File: src/rtl/mem_arbiter_if.sv
// Bundle of requester-side handshakes and memory-side lines for mem_arbiter.
// The arbiter attaches through the slave modport; its environment uses the master modport.
interface mem_arbiter_if #(
   parameter int WIDTH = 16
);
   logic             f_req;
   logic [WIDTH-1:0] f_addr;
   logic             f_ack;
   logic             f_rvalid;
   logic [WIDTH-1:0] f_rdata;

   logic             d_req;
   logic             d_we;
   logic [WIDTH-1:0] d_addr;
   logic [WIDTH-1:0] d_wdata;
   logic             d_ack;
   logic             d_done;
   logic [WIDTH-1:0] d_rdata;

   logic [1:0]       mem_mode;
   logic [WIDTH-1:0] mem_addr;
   logic [WIDTH-1:0] mem_data_in;
   logic [WIDTH-1:0] mem_data_out;

   modport slave (
      input  f_req, f_addr, d_req, d_we, d_addr, d_wdata, mem_data_out,
      output f_ack, f_rvalid, f_rdata, d_ack, d_done, d_rdata,
      output mem_mode, mem_addr, mem_data_in
   );

   modport master (
      output f_req, f_addr, d_req, d_we, d_addr, d_wdata, mem_data_out,
      input  f_ack, f_rvalid, f_rdata, d_ack, d_done, d_rdata,
      input  mem_mode, mem_addr, mem_data_in
   );
endinterface

File: src/rtl/mem_arbiter.sv
// Single-access-in-flight arbiter between the fetch port and the data port of the word memory.
// Data port has priority; a fetch is forced after STARVE_MAX consecutive data grants.
module mem_arbiter #(
   parameter int         WIDTH      = 16,
   parameter logic [1:0] MODE_IDLE  = 2'b00,
   parameter logic [1:0] MODE_WRITE = 2'b01,
   parameter logic [1:0] MODE_READ  = 2'b10,
   parameter int         STARVE_MAX = 4
) (
   input  logic          clk,
   input  logic          reset,
   mem_arbiter_if.slave  bus
);
   localparam logic [1:0] ST_IDLE    = 2'd0;
   localparam logic [1:0] ST_ISSUE   = 2'd1;
   localparam logic [1:0] ST_CAPTURE = 2'd2;

   localparam int             SW         = $clog2(STARVE_MAX + 1);
   localparam logic [SW-1:0]  STARVE_LIM = SW'(STARVE_MAX);

   logic [1:0]       state;
   logic             owner_fetch;
   logic             op_write;
   logic [SW-1:0]    starve_cnt;
   logic             grant_d;
   logic             grant_f;

   // NOTE: every always_comb output gets a default first so no path leaves it unassigned (no latch).
   always_comb begin
      grant_d = 1'b0;
      grant_f = 1'b0;
      if (state == ST_IDLE) begin
         grant_d = bus.d_req && !(bus.f_req && starve_cnt == STARVE_LIM);
         grant_f = bus.f_req && !grant_d;
      end
   end

   assign bus.d_ack = grant_d;
   assign bus.f_ack = grant_f;

   // NOTE: sequential state uses non-blocking assignments so all registers update from pre-edge values.
   always_ff @(posedge clk) begin
      if (reset) begin
         state           <= ST_IDLE;
         owner_fetch     <= 1'b0;
         op_write        <= 1'b0;
         starve_cnt      <= '0;
         bus.mem_mode    <= MODE_IDLE;
         bus.mem_addr    <= '0;
         bus.mem_data_in <= '0;
         bus.f_rdata     <= '0;
         bus.d_rdata     <= '0;
         bus.f_rvalid    <= 1'b0;
         bus.d_done      <= 1'b0;
      end else begin
         bus.f_rvalid <= 1'b0;
         bus.d_done   <= 1'b0;
         case (state)
            ST_IDLE: begin
               if (grant_d) begin
                  bus.mem_mode <= bus.d_we ? MODE_WRITE : MODE_READ;
                  bus.mem_addr <= bus.d_addr;
                  if (bus.d_we) bus.mem_data_in <= bus.d_wdata;
                  owner_fetch <= 1'b0;
                  op_write    <= bus.d_we;
                  state       <= ST_ISSUE;
                  // Counts data grants that jumped ahead of a waiting fetch.
                  if (!bus.f_req)                 starve_cnt <= '0;
                  else if (starve_cnt != STARVE_LIM) starve_cnt <= starve_cnt + SW'(1);
               end else if (grant_f) begin
                  bus.mem_mode <= MODE_READ;
                  bus.mem_addr <= bus.f_addr;
                  owner_fetch  <= 1'b1;
                  op_write     <= 1'b0;
                  starve_cnt   <= '0;
                  state        <= ST_ISSUE;
               end
            end
            ST_ISSUE: begin
               bus.mem_mode <= MODE_IDLE;
               if (op_write) begin
                  bus.d_done <= 1'b1;
                  state      <= ST_IDLE;
               end else begin
                  state <= ST_CAPTURE;
               end
            end
            ST_CAPTURE: begin
               // Memory registered its read output at the previous edge.
               if (owner_fetch) begin
                  bus.f_rdata  <= bus.mem_data_out;
                  bus.f_rvalid <= 1'b1;
               end else begin
                  bus.d_rdata <= bus.mem_data_out;
                  bus.d_done  <= 1'b1;
               end
               state <= ST_IDLE;
            end
            default: state <= ST_IDLE;
         endcase
      end
   end
endmodule

File: src/flat_wrapper.sv
// flat-port wrapper written by rule: the top's interface ports become plain ports
module mem_arbiter_flat 
#(
   parameter int         WIDTH      = 16,
   parameter logic [1:0] MODE_IDLE  = 2'b00,
   parameter logic [1:0] MODE_WRITE = 2'b01,
   parameter logic [1:0] MODE_READ  = 2'b10,
   parameter int         STARVE_MAX = 4
)
  (clk, reset, bus_f_req, bus_f_addr, bus_d_req, bus_d_we, bus_d_addr, bus_d_wdata, bus_mem_data_out, bus_f_ack, bus_f_rvalid, bus_f_rdata, bus_d_ack, bus_d_done, bus_d_rdata, bus_mem_mode, bus_mem_addr, bus_mem_data_in);
  mem_arbiter_if #(.WIDTH(WIDTH)) bus_i ();
  input  logic clk;
  input  logic reset;
  input wire logic [$bits(bus_i.f_req)-1:0] bus_f_req;
  input wire logic [$bits(bus_i.f_addr)-1:0] bus_f_addr;
  input wire logic [$bits(bus_i.d_req)-1:0] bus_d_req;
  input wire logic [$bits(bus_i.d_we)-1:0] bus_d_we;
  input wire logic [$bits(bus_i.d_addr)-1:0] bus_d_addr;
  input wire logic [$bits(bus_i.d_wdata)-1:0] bus_d_wdata;
  input wire logic [$bits(bus_i.mem_data_out)-1:0] bus_mem_data_out;
  output wire logic [$bits(bus_i.f_ack)-1:0] bus_f_ack;
  output wire logic [$bits(bus_i.f_rvalid)-1:0] bus_f_rvalid;
  output wire logic [$bits(bus_i.f_rdata)-1:0] bus_f_rdata;
  output wire logic [$bits(bus_i.d_ack)-1:0] bus_d_ack;
  output wire logic [$bits(bus_i.d_done)-1:0] bus_d_done;
  output wire logic [$bits(bus_i.d_rdata)-1:0] bus_d_rdata;
  output wire logic [$bits(bus_i.mem_mode)-1:0] bus_mem_mode;
  output wire logic [$bits(bus_i.mem_addr)-1:0] bus_mem_addr;
  output wire logic [$bits(bus_i.mem_data_in)-1:0] bus_mem_data_in;
  assign bus_i.f_req = bus_f_req;
  assign bus_i.f_addr = bus_f_addr;
  assign bus_i.d_req = bus_d_req;
  assign bus_i.d_we = bus_d_we;
  assign bus_i.d_addr = bus_d_addr;
  assign bus_i.d_wdata = bus_d_wdata;
  assign bus_i.mem_data_out = bus_mem_data_out;
  assign bus_f_ack = bus_i.f_ack;
  assign bus_f_rvalid = bus_i.f_rvalid;
  assign bus_f_rdata = bus_i.f_rdata;
  assign bus_d_ack = bus_i.d_ack;
  assign bus_d_done = bus_i.d_done;
  assign bus_d_rdata = bus_i.d_rdata;
  assign bus_mem_mode = bus_i.mem_mode;
  assign bus_mem_addr = bus_i.mem_addr;
  assign bus_mem_data_in = bus_i.mem_data_in;
  mem_arbiter #(.WIDTH(WIDTH), .MODE_IDLE(MODE_IDLE), .MODE_WRITE(MODE_WRITE), .MODE_READ(MODE_READ), .STARVE_MAX(STARVE_MAX)) u_core (.clk(clk), .reset(reset), .bus(bus_i));
endmodule
File: config.mk
export PLATFORM = sky130hd
export DESIGN_NAME = mem_arbiter_flat
export DESIGN_NICKNAME = d
export VERILOG_FILES = /design/src/rtl/mem_arbiter_if.sv /design/src/rtl/mem_arbiter.sv /design/src/flat_wrapper.sv
export SDC_FILE = /design/constraint.sdc
export NUM_CORES = 1
export LEC_CHECK = 0
export BUFFER_PORTS_ARGS = -buffer_cell sky130_fd_sc_hd__buf_2
export CORE_AREA = 2 2 87 89
export DETAILED_ROUTE_END_ITERATION = 16
export DIE_AREA = 0 0 89 91
export HOLD_SLACK_MARGIN = 0.03
export PLACE_DENSITY = 0.78
export REMOVE_ABC_BUFFERS = 1
export SYNTH_ARGS = -nofsm -noshare
export SYNTH_HDL_FRONTEND = slang
export SYNTH_SLANG_ARGS = --single-unit
File: constraint.sdc
create_clock -name clk -period 2 [get_ports clk]
set_input_delay 0.4 -clock clk [delete_from_list [all_inputs] [get_ports clk]]
set_output_delay 0.4 -clock clk [all_outputs]
set_load 0.01 [all_outputs]
=== After elaboration in Yosys (flattened, before gate mapping) ===
Cells that the tools add are included.

* Bits in registers: 75
* Latch bits: 0
* Bits in writable memories: 0
* Memory bits (read-only): 0
* Input port bits: 69
* Output and inout port bits: 70
* Word-level logic and storage cells: 59
* Memories kept: 0

* $add $sub $neg: 1
* Multiply operators: 0
* Divide/modulo/power cells: 0
* $lt $le $gt $ge: 0
* Equal/unequal tests: 6
* Shifts and indexed selects: 0
* Mux-type cells: 24
* Bitwise gates (word level): 2
* Reduce and logical (&&, ||, !) cells: 15

{| class="wikitable"
|+ Operators with widths
! operator !! count
|-
| 16-bit 2-to-1 mux || 2
|-
| 2-bit 2-to-1 mux || 6
|-
| 3-bit 2-to-1 mux || 4
|-
| 1-bit 2-to-1 mux || 9
|-
| 2-bit case mux with 2 select lines || 2
|-
| 2-bit AND reduction || 4
|-
| 3-bit != test (second input constant) || 2
|-
| 3-bit AND reduction || 2
|-
| 2-bit nonzero test || 2
|-
| 3-bit by 1-bit adder with 3-bit output (second input constant) || 1
|-
| 3-bit == test (second input constant) || 1
|-
| 1-bit logical AND || 3
|-
| 3-bit by 2-bit != test with 1-bit output (second input constant) || 1
|-
| 2-bit by 1-bit == test with 1-bit output (second input constant) || 1
|-
| 2-bit == test (second input constant) || 1
|-
| 1-bit logical NOT || 2
|-
| 2-bit logical NOT || 1
|-
| 1-bit NOT || 2
|-
| 1-bit case mux with 2 select lines || 1
|-
| 2-bit OR reduction || 1
|}

=== Longest topological paths before layout ===
* Word-level depth: 10
* Mapped depth: 7
* Gate-level depth less buffers: 5

=== Least setup slack after synthesis ===
No wires, ideal clock.

* Kind: register to output
* Start: reg u_core.starve_cnt[0]
* End: out bus_d_ack
* Arrival time: 1255 ps
* Data required time: 1600 ps
* Path slack: 345 ps
* Cell stages (with the launch flop): 7
* Buffers on the path: 2
* Path through: dfxtp_1 > inv_1 > ha_1 > and3_1 > buf_4 > buf_4 > nor2_1

* Cells in the longest elaborated chain, start to end: 5

{| class="wikitable"
|+ Ends and longest elaborated chain
! element !! RTL line !! source
|-
| start: declaration || mem_arbiter.sv:24 || <nowiki>logic [SW-1:0] starve_cnt;</nowiki>
|-
| start signal: assignment || mem_arbiter.sv:69 || <nowiki>else if (starve_cnt != STARVE_LIM) starve_cnt <= starve_cnt + SW'(1);</nowiki>
|-
| 3-bit == test || mem_arbiter.sv:33 || <nowiki>grant_d = bus.d_req && !(bus.f_req && starve_cnt == STARVE_LIM);</nowiki>
|-
| 1-bit logical AND || mem_arbiter.sv:33 ||
|-
| 1-bit logical NOT || mem_arbiter.sv:33 ||
|-
| 1-bit logical AND || mem_arbiter.sv:33 ||
|-
| 1-bit 2-to-1 mux || mem_arbiter.sv:32 || <nowiki>if (state == ST_IDLE) begin</nowiki>
|-
| end: declaration || flat_wrapper.sv:24 || <nowiki>output wire logic [$bits(bus_i.d_ack)-1:0] bus_d_ack;</nowiki>
|}

Every way passes these cells.

=== Worst setup path in the final report ===
Same ends and word-level chain as after synthesis.

==> results.ini <==
[floorplanning]
start_util=0.4695
floorplan.die.width_um=89
die_y_um=91
core_um2=7137
rows=31
boundaryPins=139
die-area_um2=8099

[route]
drt_pass1_iterations=4
via_per_inst=5.252
totalWireLength_mm=8.606
ant_nets=0
initialDrtViolationCount=130
drc=0
via_count=3277
wl_per_cell_um=13.79

[synthesis]
netlist.top_cell.by_area=dfxtp_1
syn_area_um2=3351
async_flop_share=0
synth.distinct_cells=33
syn_area_per_cell_um2=8.548
synthTopCellsByArea=dfxtp_1 45%, a21oi_1 11%, nand2_1 7.7%, o41ai_2 5.8%, nor3b_2 4.5%
synth_edf_count=0
synthCells=392
yosys_warnings=0
yosys_most_used_dff=dfxtp_1
ys_ff_latch=75
seq_area_frac_synth=0.4481
synth_top_area_frac=0.4481

[pwr]
p_int_w=0.002423
pwr-share-seq=0.492
powerDensity_nw_per_um2=766.8
p_switching_w=0.0008752
peakVddDrop_mv=0.4363
p_sw_frac=0.2653
clkPwrFrac=0.345
p_leak_nw=1.914
power_frac_comb=0.164

[critical_path]
cp_cell_sequence=inv_1 > ha_1 > and3_1 > nor2_1 > buf_2
r2r_cells=6
endpoint_kind=output port
critPathSlowestCell=dfxtp_1
timing.rr.start=u_core.starve_cnt[0]
cp.arrival_ns=1.50
critPathTopFamily=flip-flops
crit_path_max_fanout=4
r2r_end=u_core.bus.mem_addr[7]
worstSetupPathType=flop to output port
cp-start-kind=flop
required_ns=1.60
slowest_delay_ns=0.35
path_buf_inv=2
reg2reg_slack_ns=0.43

[outcome]
status=finished clean

[clock_network]
clk_path_buf_depth=2
cts_setup_buffers=0
cts_root_buf=clkbuf_8
cts_tree=built
cts_made_buffers=9
htreeDepth=3
cts_resized=0
cts_sinks=75
clk_pin_slew_ns=0.08
clock_latency_ns=0.33
postCtsHoldBufs=0

[finish]
regArea_um2=1501
n_antenna_cell=0
final_area_um2=4302
synthToLayoutAreaGrowth_pct=28.38
fillers=687
drive_gt1_frac=0.3733
multi_input_area_um2=1637
nNetsFinal=594

[place]
port_buffers=138
hpwl_mm=6.077
placed_cell_area_um2=4101
place_congestion=0.7436

[grt]
grt_pass1_vias=3189
grt_max_degree=42
grt_antenna_before_repair=0
grt_usage=0.2144
grt_pass1_wl_mm=14.05
gr-total-overflow=0

[min_path]
whs_endpoint=u_core.bus.mem_data_in[8]
min_path_cells=3
hold_path_startpoint=bus_d_wdata[8]
hold_class=input pin to flop

[timing]
fin_crit_sh=0.9504
worstMarginPinSlew_ns=0.4045
setup_viol=0
slew_headroom=0.7303
hold_viol=0
max_freq_mhz=526.1
fin_skew_ns=0.006477
tns_ns=0
slew_viol_final=0
rsz0062_at_grt=false
fin_crit_ns=1.901

[run]
drv_cap=0

worst max-delay path by stage:
| stage | slack (ns) | end | cells past startpoint | from |
|---|---|---|---|---|
| after global placement | 0.41 | u_core.op_write | 6 | u_core.state[0] |
| final | 0.1 | bus_d_ack | 5 | u_core.starve_cnt[0] |
| after global routing | 0.03 | bus_d_ack | 5 | u_core.starve_cnt[0] |
| after floorplan | 0.002 | bus_d_ack | 4 | u_core.starve_cnt[0] |
| after detailed placement | 0.35 | u_core.op_write | 6 | u_core.state[0] |
| after CTS | 0.03 | bus_d_ack | 5 | u_core.state[0] |
state kept, by name, indices dropped and copies added (netlist names):
| register | flops |
|---|---|
| u_core.bus.mem_mode | 2 |
| u_core.bus.mem_data_in | 16 |
| u_core.state | 2 |
| u_core.op_write | 1 |
| u_core.owner_fetch | 1 |
| u_core.bus.d_rdata | 16 |
| u_core.bus.f_rdata | 16 |
| u_core.bus.mem_addr | 16 |
| u_core.bus.f_rvalid | 1 |
| u_core.bus.d_done | 1 |
| u_core.starve_cnt | 3 |
placed cells by master (no fill, tap or decap), types with 12 or more instances in the layout:
| cell | Yosys | layout |
|---|---|---|
| a21oi_1 | 71 | 71 |
| buf_2 | 14 | 138 |
| buf_4 | 6 | 15 |
| dfxtp_1 | 75 | 75 |
| nand2_1 | 69 | 69 |
| nand3_1 | 22 | 22 |
| nand3b_1 | 17 | 17 |
| nor2_1 | 22 | 22 |
| nor3b_2 | 12 | 12 |
| o41ai_2 | 12 | 12 |
kinds of logic (layout without fill, tap and decap cells):
group / count (synthesis) / after routing / share of synthesized area
adders and majority gates: 5 / 5 / 0.01867
buffers and inverters: 43 / 176 / 0.06535
DFF: 75 / 75 / 0.4481
and+or+nand+nor: 157 / 157 / 0.2487
AOI/OAI and AO/OA: 112 / 112 / 0.2192
cell type report:
cell class / instances / area share
tap: 99 / 0.02880
clock buffer: 11 / 0.03287
multi-input combinational: 274 / 0.3805
sequential: 75 / 0.3490
clock inverter: 5 / 0.01222
timing repair buffer: 154 / 0.1914
inverter: 6 / 0.005236
worst reg2reg max path, stage by stage (launching register included):
cell and delay (ns):
dfxtp_1 0.35, inv_1 0.07, ha_1 0.25, nand3_2 0.25, buf_12 0.21, nor2_1 0.07
o41ai_2 0.27
cells in the mapped netlist (2+ instances only):
library cell / instances
a21oi_1: 71
and3_1: 2
buf_2: 14
buf_4: 6
buf_6: 2
clkbuf_1: 13
clkbuf_2: 2
dfxtp_1: 75
ha_1: 5
inv_1: 6
nand2_1: 69
nand2b_1: 3
nand3_1: 22
nand3b_1: 17
nand4_1: 2
nor2_1: 22
nor3b_1: 5
nor3b_2: 12
o21ai_0: 11
o21ai_1: 6
o41ai_1: 4
o41ai_2: 12
layer usage:
layer / share of wire / up-vias / track usage
met1: 0.43 / 1518 / 0.2567
met4: 0.0056 / 0 / 0.06716
li1: - / 1614 / -
met2: 0.48 / 139 / 0.3613
met5: 0 / - / 0
met3: 0.088 / 6 / 0.06727
power by group through the flow:
stage	Sequential [W]	Clock [W]	Combinational [W]
3_5_place_dp	0.00165	0	0.000541
5_1_grt	0.00163	0.00123	0.000598
2_1_floorplan	0.00169	0	0.000232
6_report	0.00162	0.00114	0.000540
3_3_place_gp	0.00165	0	0.000528
4_1_cts	0.00162	0.00117	0.000541
per-stage QoR:
stage                     power, W  hold WS (ns)  instances    util  worst slack, ns
after floorplan           0.001920        0.4425        355       -         0.001741
after global placement    0.002182        0.4396        608  0.5747           0.4102
after detailed placement  0.002194        0.4451        608  0.5747           0.3455
after CTS                 0.003330        0.2897        624  0.6019          0.02692
after global routing      0.003457        0.2925        624  0.6027          0.02600
final                     0.003299        0.3090        624  0.6027          0.09920
(Power assumes the default switching activity.)
